### config.mk
export PLATFORM = sky130hd
export DESIGN_NAME = fft_sdf_bf_stage
export DESIGN_NICKNAME = d
export VERILOG_FILES = /design/src/rtl/fft_pkg.sv /design/src/rtl/fft_fb_delay.sv /design/src/rtl/fft_sdf_bf_stage.sv
export SDC_FILE = /design/constraint.sdc
export NUM_CORES = 1
export LEC_CHECK = 0
export BUFFER_PORTS_ARGS = -buffer_cell sky130_fd_sc_hd__buf_4
export CAP_MARGIN = 25
export CORE_UTILIZATION = 40
export DETAILED_ROUTE_END_ITERATION = 10
export SYNTH_ARGS = -nofsm -noshare
export SYNTH_HDL_FRONTEND = slang
export SYNTH_SLANG_ARGS = --single-unit
### constraint.sdc
create_clock -name clk -period 3.35 [get_ports clk]
set_input_delay 0.335 -clock clk [delete_from_list [all_inputs] [get_ports clk]]
set_output_delay 0.335 -clock clk [all_outputs]
set_load 0.005 [all_outputs]
### src/rtl/fft_pkg.sv
`default_nettype none
// ---------------------------------------------------------------------------
// fft_pkg : shared state encoding and width helpers for the SDF FFT stages
// Rev 1.0
// ---------------------------------------------------------------------------
package fft_pkg;

  typedef enum logic [1:0] {
    ST_IDLE  = 2'd0,
    ST_FILL  = 2'd1,
    ST_RUN   = 2'd2,
    ST_DRAIN = 2'd3
  } fft_state_t;

  // Index width for a half frame; a one-bit floor keeps degenerate sizes legal.
  function automatic int unsigned idx_w(input int unsigned half);
    return (half < 2) ? 1 : $clog2(half);
  endfunction

endpackage
`default_nettype wire

### src/rtl/fft_fb_delay.sv
`default_nettype none
// ---------------------------------------------------------------------------
// fft_fb_delay : DEPTH-deep enable-gated complex shift delay, synchronous clear
// Rev 1.0
// ---------------------------------------------------------------------------
module fft_fb_delay #(
  parameter int W     = 10,
  parameter int DEPTH = 16
) (
  input  logic                clk,
  input  logic                rst,
  input  logic                en,
  input  logic signed [W-1:0] din_re,
  input  logic signed [W-1:0] din_im,
  output logic signed [W-1:0] head_re,
  output logic signed [W-1:0] head_im
);

  typedef struct packed {
    logic [W-1:0] re;
    logic [W-1:0] im;
  } cplx_t;

  cplx_t mem_q [DEPTH];
  cplx_t mem_d [DEPTH];

  always_comb begin
    mem_d = mem_q;
    if (en) begin
      mem_d[0] = '{re: din_re, im: din_im};
      for (int i = 1; i < DEPTH; i++) begin
        mem_d[i] = mem_q[i-1];
      end
    end
  end

  always_ff @(posedge clk) begin
    if (rst) begin
      for (int i = 0; i < DEPTH; i++) begin
        mem_q[i] <= '0;
      end
    end else begin
      mem_q <= mem_d;
    end
  end

  assign head_re = $signed(mem_q[DEPTH-1].re);
  assign head_im = $signed(mem_q[DEPTH-1].im);

endmodule
`default_nettype wire

### src/rtl/fft_sdf_bf_stage.sv
`default_nettype none
// ---------------------------------------------------------------------------
// fft_sdf_bf_stage : radix-2 DIF single-path delay-feedback butterfly stage
// Rev 1.0
// ---------------------------------------------------------------------------
module fft_sdf_bf_stage
  import fft_pkg::*;
#(
  parameter int DATA = 9,
  parameter int HALF = 16
) (
  input  logic                           clk,
  input  logic                           rst,
  input  logic                           in_valid,
  input  logic signed [DATA-1:0]         in_re,
  input  logic signed [DATA-1:0]         in_im,
  input  logic                           flush,
  output logic                           out_valid,
  output logic signed [DATA:0]           out_re,
  output logic signed [DATA:0]           out_im,
  output logic                           out_first,
  output logic                           out_tw_sel,
  output logic [idx_w(HALF)-1:0]         out_idx,
  output logic                           drop_err
);

  localparam int IW = idx_w(HALF);
  localparam int CW = IW + 1;
  localparam int OW = DATA + 1;

  fft_state_t          state_q, state_d;
  logic [CW-1:0]       cnt_q, cnt_d;
  logic                out_valid_q, out_valid_d;
  logic signed [OW-1:0] out_re_q, out_re_d;
  logic signed [OW-1:0] out_im_q, out_im_d;
  logic                out_first_q, out_first_d;
  logic                out_tw_sel_q, out_tw_sel_d;
  logic [IW-1:0]       out_idx_q, out_idx_d;
  logic                drop_err_q, drop_err_d;

  logic                dl_en;
  logic signed [OW-1:0] dl_re, dl_im;
  logic signed [OW-1:0] head_re, head_im;
  logic signed [OW-1:0] x_re, x_im;
  logic [IW-1:0]       k;
  logic                phase1;

  assign x_re   = {in_re[DATA-1], in_re};
  assign x_im   = {in_im[DATA-1], in_im};
  assign k      = cnt_q[IW-1:0];
  assign phase1 = cnt_q[IW];

  fft_fb_delay #(
    .W     (OW),
    .DEPTH (HALF)
  ) u_delay (
    .clk     (clk),
    .rst     (rst),
    .en      (dl_en),
    .din_re  (dl_re),
    .din_im  (dl_im),
    .head_re (head_re),
    .head_im (head_im)
  );

  always_comb begin
    state_d      = state_q;
    cnt_d        = cnt_q;
    out_valid_d  = 1'b0;
    out_re_d     = out_re_q;
    out_im_d     = out_im_q;
    out_first_d  = out_first_q;
    out_tw_sel_d = out_tw_sel_q;
    out_idx_d    = out_idx_q;
    drop_err_d   = drop_err_q;
    dl_en        = 1'b0;
    dl_re        = x_re;
    dl_im        = x_im;

    case (state_q)
      ST_IDLE: begin
        if (in_valid) begin
          dl_en   = 1'b1;
          cnt_d   = CW'(1);
          state_d = ST_FILL;
        end
      end
      ST_FILL: begin
        if (in_valid) begin
          dl_en = 1'b1;
          cnt_d = cnt_q + 1'b1;
          if (cnt_q == CW'(HALF - 1)) begin
            state_d = ST_RUN;
          end
        end
      end
      ST_RUN: begin
        if (in_valid) begin
          dl_en       = 1'b1;
          out_valid_d = 1'b1;
          out_idx_d   = k;
          cnt_d       = cnt_q + 1'b1;
          if (phase1) begin
            // Head holds sample k; the sum leaves now, the difference recirculates.
            out_re_d     = head_re + x_re;
            out_im_d     = head_im + x_im;
            out_tw_sel_d = 1'b0;
            out_first_d  = (k == '0);
            dl_re        = head_re - x_re;
            dl_im        = head_im - x_im;
          end else begin
            out_re_d     = head_re;
            out_im_d     = head_im;
            out_tw_sel_d = 1'b1;
            out_first_d  = 1'b0;
          end
        end else if (flush && (cnt_q == '0)) begin
          state_d = ST_DRAIN;
        end
      end
      ST_DRAIN: begin
        dl_en        = 1'b1;
        dl_re        = '0;
        dl_im        = '0;
        out_valid_d  = 1'b1;
        out_re_d     = head_re;
        out_im_d     = head_im;
        out_tw_sel_d = 1'b1;
        out_first_d  = 1'b0;
        out_idx_d    = k;
        if (in_valid) begin
          drop_err_d = 1'b1;
        end
        if (cnt_q == CW'(HALF - 1)) begin
          state_d = ST_IDLE;
          cnt_d   = '0;
        end else begin
          cnt_d = cnt_q + 1'b1;
        end
      end
      default: begin
        state_d = ST_IDLE;
        cnt_d   = '0;
      end
    endcase
  end

  always_ff @(posedge clk) begin
    if (rst) begin
      state_q      <= ST_IDLE;
      cnt_q        <= '0;
      out_valid_q  <= 1'b0;
      out_re_q     <= '0;
      out_im_q     <= '0;
      out_first_q  <= 1'b0;
      out_tw_sel_q <= 1'b0;
      out_idx_q    <= '0;
      drop_err_q   <= 1'b0;
    end else begin
      state_q      <= state_d;
      cnt_q        <= cnt_d;
      out_valid_q  <= out_valid_d;
      out_re_q     <= out_re_d;
      out_im_q     <= out_im_d;
      out_first_q  <= out_first_d;
      out_tw_sel_q <= out_tw_sel_d;
      out_idx_q    <= out_idx_d;
      drop_err_q   <= drop_err_d;
    end
  end

  assign out_valid  = out_valid_q;
  assign out_re     = out_re_q;
  assign out_im     = out_im_q;
  assign out_first  = out_first_q;
  assign out_tw_sel = out_tw_sel_q;
  assign out_idx    = out_idx_q;
  assign drop_err   = drop_err_q;

endmodule
`default_nettype wire

==> results.md, run 1 <==
* Combined global-route utilization of all metal layers at 17.02%
* Starting utilization of the core area at 41.02%
* Total area of multi-input combinational cells at 6857 um^2
* Skew-Pair Late Insertion Delay at 0.54 ns
* Number of H-tree levels at 2
* Placeable core region at 35830 um^2
* Antenna diode count at 0
* Top cell type's share of synthesized area at 48.36%
* Antenna violations before repair at 0
* Post-Syn Area at 14700 um^2
* Outcome: finished clean
* Area post-placement at 15290 um^2
* Number of global-route vias before repair at 10817
* Launch point of the critical path: state_q[0]$_SDFFE_PP0P_
* CP Class: reg2reg
* Area added between synthesis and finish at 13.35%
* Number of DRC markers in iteration 0 at 1108
* TNS Setup at 0 ns
* Worst IR drop on VDD at 0.0003129 V
* Maximum cell stage delay along the critical path at 0.55 ns
* Residual overflow from global routing at 0
* Number of primary I/O pins at 50
* CTS root buf: sky130_fd_sc_hd__clkbuf_16
* Startpoint of the most critical hold path: in_im[5]
* Logic gate share of total power at 11.3%
* Yosys synthesis warning count at 0
* Post-Synthesis Mean Instance Area at 7.730 um^2
* Critical path required time at 3.81 ns
* Distinct cells, synth at 63
* Die area at 37510 um^2
* Slowest cell on crit path: sky130_fd_sc_hd__ha_1
* Relative slew slack at 43.65%
* Finish-stage setup viols at 0
* Cell mode on critical path: sky130_fd_sc_hd__buf_12
* Worst hold path class: in2reg
* Time the worst path needs with I/O delays and setup at 2.412 ns
* TritonCTS clock tree: done
* Post-CTS repair timing setup buffer count at 0
* Cts-stage hold buffer count at 0
* CTS Sinks at 355
* Router iterations before antenna repair at 7
* Cell type contributing the most total cell area after synthesis: sky130_fd_sc_hd__dfxtp_1
* Clk pwr share at 44.5%
* Flop pwr share at 44.3%
* Number of nets in the final layout at 1940
* DR DRC count at 0
* Register-to-register setup slack at 0.94 ns
* Fmax at 414.6 MHz
* Unrepaired setup endpoints after global routing: false
* Proportion of total power due to net switching at 26.21%
* Post_cts resized at 0
* RD Place Congestion at 0.8539
* TritonCTS Buffers at 40
* Post-synth EDFFs at 0
* Standard-cell row count at 69
* Detailed Place HPWL at 19970 um
* Reg area at 7107 um^2
* First-pass GRT wire length at 54310 um
* Share of the clock period used by the worst path after layout at 71.99%
* CP Launch Type: flop
* Primary FF master, synth: sky130_fd_sc_hd__dfxtp_1
* Number of port buffers at 49
* Slew of the pin with the lowest slew margin at 0.8453 ns
* Largest driver fanout on the critical path at 92
* Die H at 193.7 um
* Remaining number of nets flagged by the antenna check after routing at 0
* WL/cell at 13.87 um
* Clock Pin Slew Worst Setup and Hold Paths at 0.06 ns
* Count of endpoints failing hold in the final timing report at 0
* Filler instances at 3552
* Fin area at 16660 um^2
* Worst-path cell chain: ha_1 > buf_12 > or2_4 > buf_12 > nand2_1 > a21oi_1
* Total length of routed wires at 32710 um
* Sequential-to-total area share from yosys stat at 48.36%
* Synth top area cells: sky130_fd_sc_hd__dfxtp_1 (48%), sky130_fd_sc_hd__nand2_1 (17%), sky130_fd_sc_hd__a21oi_1 (13%), sky130_fd_sc_hd__ha_1 (3.8%), sky130_fd_sc_hd__clkbuf_1 (2.2%)
* Count of state elements after synthesis at 355
* Gate count of the mapped netlist at 1901
* Routed vias/inst at 5.086
* Pin count of the biggest net entering global routing at 182
* Worst Skew at 0.02434 ns
* Fraction of final layout cells sized beyond drive strength 1 at 7.692%
* Post-synthesis net count at 1972
* Critical path data arrival time at 2.87 ns
* Horiz. Die Dim at 193.7 um
* Critical Path End Type: flop
* Number of violations of the max-capacitance limit at 0
* PwrDens at 595.1 nW/um^2
* Total number of vias at 11999
* Reg-to-reg critical path startpoint: state_q[0]$_SDFFE_PP0P_
* Lkg Pwr at 5.783 nW
* Cell-internal power at 0.007315 W
* Async SR Flop Fraction at 0%
* Max Buffers Root-to-Sink at 3
* Max-slew violation count at 0
* P_sw at 0.002598 W
-- cell usage in the layout, fill, tap and decap left out, types with 4 or more instances in the layout --
cell type,netlist,layout
sky130_fd_sc_hd__nand2_1,656,656
sky130_fd_sc_hd__a21oi_1,369,369
sky130_fd_sc_hd__dfxtp_1,355,355
sky130_fd_sc_hd__buf_4,0,60
sky130_fd_sc_hd__nor2_1,55,53
sky130_fd_sc_hd__ha_1,45,45
sky130_fd_sc_hd__inv_1,42,42
sky130_fd_sc_hd__clkbuf_16,0,40
sky130_fd_sc_hd__o21ai_0,30,30
sky130_fd_sc_hd__nand3_1,19,19
sky130_fd_sc_hd__nor3_1,18,18
sky130_fd_sc_hd__xnor2_1,14,14
sky130_fd_sc_hd__o22ai_1,14,14
sky130_fd_sc_hd__clkbuf_8,0,14
sky130_fd_sc_hd__mux2i_1,14,13
sky130_fd_sc_hd__o211ai_1,8,8
sky130_fd_sc_hd__clkbuf_1,87,8
sky130_fd_sc_hd__a311oi_1,7,7
sky130_fd_sc_hd__nor2b_1,6,6
sky130_fd_sc_hd__o21bai_1,6,6
sky130_fd_sc_hd__nand2b_1,6,6
sky130_fd_sc_hd__or3_1,6,6
sky130_fd_sc_hd__a311o_1,6,6
sky130_fd_sc_hd__buf_12,0,6
sky130_fd_sc_hd__a21o_1,5,5
sky130_fd_sc_hd__a211oi_1,5,5
sky130_fd_sc_hd__nor3b_1,4,4
sky130_fd_sc_hd__nor4_1,4,4
sky130_fd_sc_hd__xor2_1,4,4
sky130_fd_sc_hd__a221oi_1,4,4
sky130_fd_sc_hd__fa_1,4,4
-- path summary, 6_finish.rpt --
| path | to | cells after the start |
|---|---|---|
| max | u_delay.mem_q[85]$_SDFFE_PP0P_ | 6 |
| min | u_delay.mem_q[305]$_SDFFE_PP0P_ | 3 |
| max reg2reg | u_delay.mem_q[85]$_SDFFE_PP0P_ | 6 |
| min reg2reg | u_delay.mem_q[89]$_SDFFE_PP0P_ | 2 |
-- metal layers --
| metal | part of all wire, % | track usage, % | vias to the layer above |
|---|---|---|---|
| met4 | 2.5 | 6.104 | 0 |
| met2 | 43 | 25.81 | 200 |
| met1 | 51 | 24.37 | 5500 |
| met5 | 0 | 0 | - |
| li1 | - | - | 6244 |
| met3 | 3.5 | 2.661 | 55 |
-- cell type report --
class	count	share of cell area, %
clock inverters	9	0.8338
well taps	461	3.463
clock buffers	62	7.346
multi-input cells	1360	41.16
flip-flops and latches	355	42.67
inverters	45	1.014
repair buffers	67	3.515
-- worst max-delay path, delay by kind of cell (launching register included) --
| kind | cells | cell delay, ns |
|---|---|---|
| AND/OR/NAND/NOR | 2 | 0.50 |
| buffers and inverters | 2 | 0.65 |
| adder cells (fa/ha/maj) | 1 | 0.55 |
| AO/OA/AOI/OAI | 1 | 0.17 |
| flip-flops | 1 | 0.38 |
-- flip-flops by register name, summed over array words and instances (netlist names) --
name / cells
out_tw_sel: 1
drop_err: 1
u_delay.head_im: 10
u_delay.mem_q: 300
out_idx: 4
u_delay.head_re: 10
out_re: 10
state_q: 2
out_im: 10
out_first: 1
cnt_q: 5
out_valid: 1
-- kinds of logic (layout without fill, tap and decap cells) --
group,after synthesis,count (layout),share of synthesized area (%)
buffers and inverters,186,183,5.151
and+or+nand+nor,791,791,21.47
xor gates and xnor gates,18,18,1.073
DFF,355,355,48.36
muxes,15,15,1.030
adders and majority gates,49,49,4.376
AOI/OAI and AO/OA,487,487,18.54
-- metrics by stage --
step / setup slack (ns) / hold WS [ns] / utilization, % / instances / total power, W
floorplan: 1.280 / 0.4321 / - / 1901 / 0.005266
finish: 0.9383 / 0.1107 / 46.49 / 2359 / 0.009913
detailed placement: 0.9724 / 0.4434 / 42.69 / 2288 / 0.005593
global placement: 1.021 / 0.4377 / 42.69 / 2288 / 0.005574
CTS: 0.9577 / 0.08505 / 46.49 / 2359 / 0.01004
global route: 0.7587 / 0.1047 / 46.49 / 2359 / 0.01032
-- power by group through the flow --
| stage | clock (W) | combinational [W] | sequential, W |
|---|---|---|---|
| floorplan | 0 | 0.000810 | 0.00446 |
| global placement | 0 | 0.00110 | 0.00448 |
| detailed placement | 0 | 0.00111 | 0.00448 |
| CTS | 0.00454 | 0.00112 | 0.00439 |
| global route | 0.00470 | 0.00123 | 0.00440 |
| finish | 0.00441 | 0.00112 | 0.00439 |
-- Yosys cell counts, drive strengths merged, types with 7 or more instances --
cell type	number
nand3	19
o211ai	8
o21ai	33
a311oi	7
xnor2	14
buf	54
nor3	19
ha	45
clkbuf	87
a21oi	371
o22ai	14
nand2b	7
dfxtp	355
inv	45
nand2	656
mux2i	14
nor2	55
Power figures use the tool's default switching activity.
==> run 2, diff against run 1 <==
--- a/config.mk
+++ b/config.mk
@@ -5,6 +5,7 @@
 export SDC_FILE = /design/constraint.sdc
 export NUM_CORES = 1
 export LEC_CHECK = 0
+export ABC_AREA = 1
 export BUFFER_PORTS_ARGS = -buffer_cell sky130_fd_sc_hd__buf_4
 export CAP_MARGIN = 25
 export CORE_UTILIZATION = 40
==> constraint.sdc (replaced) <==
create_clock -name clk -period 2.35 [get_ports clk]
set_input_delay 0.235 -clock clk [delete_from_list [all_inputs] [get_ports clk]]
set_output_delay 0.235 -clock clk [all_outputs]
set_load 0.005 [all_outputs]
==> results.md, run 2 <==
* Number of port buffers at 49 (unchanged)
* DR DRC count at 26 (+26)
* Most used standard cell by instance count after synthesis: sky130_fd_sc_hd__nor2_1
* Critical path required time at 2.81 ns (-1.00 ns)
* Post-Syn Area at 14570 um^2 (-0.86%)
* TNS Setup at 0 ns (unchanged)
* Maximum cell stage delay along the critical path at 0.51 ns (-0.04 ns)
* Number of violations of the max-capacitance limit at 0 (unchanged)
* Worst-path cell chain: ha_1 > nor2_4 > buf_12 > o21ai_0 > a21oi_1
* Die H at 192.8 um (-0.43%)
* Reg-to-reg critical path startpoint: state_q[0]$_SDFFE_PP0P_
* Number of DRC markers in iteration 0 at 1029 (-7.1%)
* Fraction of final layout cells sized beyond drive strength 1 at 6.841% (-0.85 points)
* Top cell type's share of synthesized area at 48.78% (+0.42 points)
* Number of nets in the final layout at 2034 (+4.8%)
* Slew of the pin with the lowest slew margin at 0.7951 ns (-0.05017 ns)
* CP Launch Type: flop
* Fmax at 499.4 MHz (+20%)
* Antenna violations before repair at 0 (unchanged)
* Max-slew violation count at 0 (unchanged)
* Router iterations before antenna repair at 8 (+1)
* Gate count of the mapped netlist at 1977 (+4.0%)
* Starting utilization of the core area at 40.76% (-0.25 points)
* Total power consumption of the routed design at 0.01621 W (+64%)
* Routed vias/inst at 4.896 (-3.7%)
* Distinct cells, synth at 29 (-54%)
* Post-route setup slack at 0.3477 ns (-0.5906 ns)
* WL/cell at 12.99 um (-6.3%)
* Primary FF master, synth: sky130_fd_sc_hd__dfxtp_1
* CTS Sinks at 355 (unchanged)
* Leading cell type in the layout, fill and taps excluded: sky130_fd_sc_hd__nor2_1
* TritonCTS Buffers at 38 (-5.0%)
* CTS root buf: sky130_fd_sc_hd__clkbuf_16
* Horiz. Die Dim at 192.8 um (-0.43%)
* Standard-cell row count at 69 (unchanged)
* Residual overflow from global routing at 0 (unchanged)
* Flip-flop count of the largest register after layout at 300 (unchanged)
* Count of endpoints failing hold in the final timing report at 0 (unchanged)
* Worst IR drop on VDD at 0.0004427 V (+41%)
* Sequential-to-total area share from yosys stat at 48.78% (+0.42 points)
* Placeable core region at 35740 um^2 (-0.24%)
* Largest driver fanout on the critical path at 205 (+120%)
* Critical path data arrival time at 2.46 ns (-0.41 ns)
* Post-Synthesis Mean Instance Area at 7.369 um^2 (-4.7%)
* TritonCTS clock tree: done
* Outcome: complete, but fails checks
* Number of cell instances on the worst register-to-register path at 5 (-1)
* Share of the clock period used by the worst path after layout at 85.20% (+13 points)
* Area added between synthesis and finish at 12.96%
* Time the worst path needs with I/O delays and setup at 2.002 ns (-0.4094 ns)
* Number of global-route vias before repair at 10757 (-0.55%)
* Critical Path End Type: flop
* Pin count of the biggest net entering global routing at 206 (+13%)
* Launch point of the critical path: state_q[0]$_SDFFE_PP0P_
* Skew-Pair Late Insertion Delay at 0.53 ns (about the same)
* Post-synthesis net count at 2048 (+3.9%)
* CP Class: reg2reg
* Finish-stage setup viols at 0 (unchanged)
* Post_cts resized at 0 (unchanged)
* Cts-stage hold buffer count at 1 (+1)
* Relative slew slack at 46.99% (+3.3 points)
* Number of H-tree levels at 2 (unchanged)
* Worst hold path class: in2reg
* First-pass GRT wire length at 52940 um (-2.5%)
* Synth top area cells: sky130_fd_sc_hd__dfxtp_1 (49%), sky130_fd_sc_hd__nor2_1 (16%), sky130_fd_sc_hd__o21ai_0 (13%), sky130_fd_sc_hd__a21oi_1 (4.4%), sky130_fd_sc_hd__ha_1 (3.9%)
* Clock Pin Slew Worst Setup and Hold Paths at 0.06 ns (about the same)
* Worst Skew at 0.01908 ns (-0.005254 ns)
* PwrDens at 985.1 nW/um^2 (+66%)
* Worst setup slack before clock tree synthesis at 0.3275 ns (-0.6449 ns)
* Unrepaired setup endpoints after global routing: false
* Startpoint of the most critical hold path: in_im[6]
* Count of state elements after synthesis at 355 (unchanged)
* Register with the most flip-flops: u_delay.mem_q
* Die area at 37190 um^2 (-0.85%)
* Combined global-route utilization of all metal layers at 17.07% (+0.052 points)
* Fraction of the core area covered by cells at the end of the flow at 46.04% (-0.45 points)
* Slowest cell on crit path: sky130_fd_sc_hd__buf_12
* Post-CTS repair timing setup buffer count at 0 (unchanged)
* Async SR Flop Fraction at 0% (unchanged)
* Max Buffers Root-to-Sink at 3 (unchanged)
* Yosys synthesis warning count at 0 (unchanged)
* Violations in the final reports: DRC
* Total number of vias at 11991 (-0.067%)
* Total length of routed wires at 31800 um (-2.8%)
* RD Place Congestion at 0.8723 (+2.2%)
* Number of primary I/O pins at 50 (unchanged)
* Leading cell types in the layout, fill and taps excluded: sky130_fd_sc_hd__nor2_1 (625), sky130_fd_sc_hd__o21ai_0 (364), sky130_fd_sc_hd__dfxtp_1 (355)
* Cell count of the worst hold path at 3 (unchanged)
* Cell type contributing the most total cell area after synthesis: sky130_fd_sc_hd__dfxtp_1
* Most common library cells after synthesis: sky130_fd_sc_hd__nor2_1 (626), sky130_fd_sc_hd__o21ai_0 (364), sky130_fd_sc_hd__dfxtp_1 (355)
* Lkg Pwr at 7.131 nW (+23%)
* Detailed Place HPWL at 19800 um (-0.82%)
* Post-synth EDFFs at 0 (unchanged)
* Antenna diode count at 0 (unchanged)
* Remaining number of nets flagged by the antenna check after routing at 0 (unchanged)
[run 2: changes by cell type after synthesis, sizes merged, moves of 12 or more]
cell / change
o22ai: -14
nor2: +571
o21ai: +334
a21oi: -241
mux2i: -14
inv: +49
nand2: -516
nor3: -17
xnor2: -12
nand3: +23
[run 2: report_power, final]
part / internal, W / leakage (nW) / switching (W)
logic: 0.00115 / 3.62 / 0.00198
clock network: 0.00331 / 0.580 / 0.00237
registers: 0.00692 / 2.93 / 0.000475
[run 2: worst max-delay path: cells and delay by family (launching register included)]
kind                     cells  cell delay (ns)
AO/OA/AOI/OAI                2             0.35
adder cells (fa/ha/maj)      1             0.30
buffers and inverters        1             0.51
flip-flops                   1             0.33
AND/OR/NAND/NOR              1             0.28
[run 2: worst paths after layout]
| path | slack, ns | to |
|---|---|---|
| min | 0.03 | u_delay.mem_q[306]$_SDFFE_PP0P_ |
| min reg2reg | 0.46 | out_im[8]$_SDFFE_PP0P_ |
| max reg2reg | 0.35 | u_delay.head_im[5]$_SDFFE_PP0P_ |
| max | 0.35 | u_delay.head_im[5]$_SDFFE_PP0P_ |
[run 2: logic make-up after synthesis]
logic type	after synthesis	synth area share, %
compound gates	515	18.09
flops	355	48.78
buf+inv	222	6.132
simple gates	824	21.87
fa+ha+maj	49	4.414
xor+xnor	12	0.7214
[run 2: metrics by stage]
stage,cells,hold WS (ns),cell area [um^2]
final,2449,0.03075,16460
after global routing,2449,0.02918,16460
after CTS,2449,0.008111,16460
after detailed placement,2383,0.4560,15260
after global placement,2383,0.4528,15260
after floorplan,1977,0.3745,14570
[run 2: area by class of cell]
| cell class | count | area, um^2 |
|---|---|---|
| clock buffer | 58 | 1126 |
| clock inverter | 7 | 60.06 |
| timing repair buffer | 74 | 645.6 |
| inverter | 94 | 365.4 |
| multi-input combinational | 1400 | 6576 |
| tap | 461 | 576.8 |
| fill | 3575 | 19280 |
| sequential | 355 | 7107 |
[run 2: metal layers]
layer / routed length, um / global-route usage [%]
met5: 0 / 0
met2: 13210 / 25.70
met4: 485 / 4.391
met1: 16820 / 24.88
met3: 1287 / 3.037
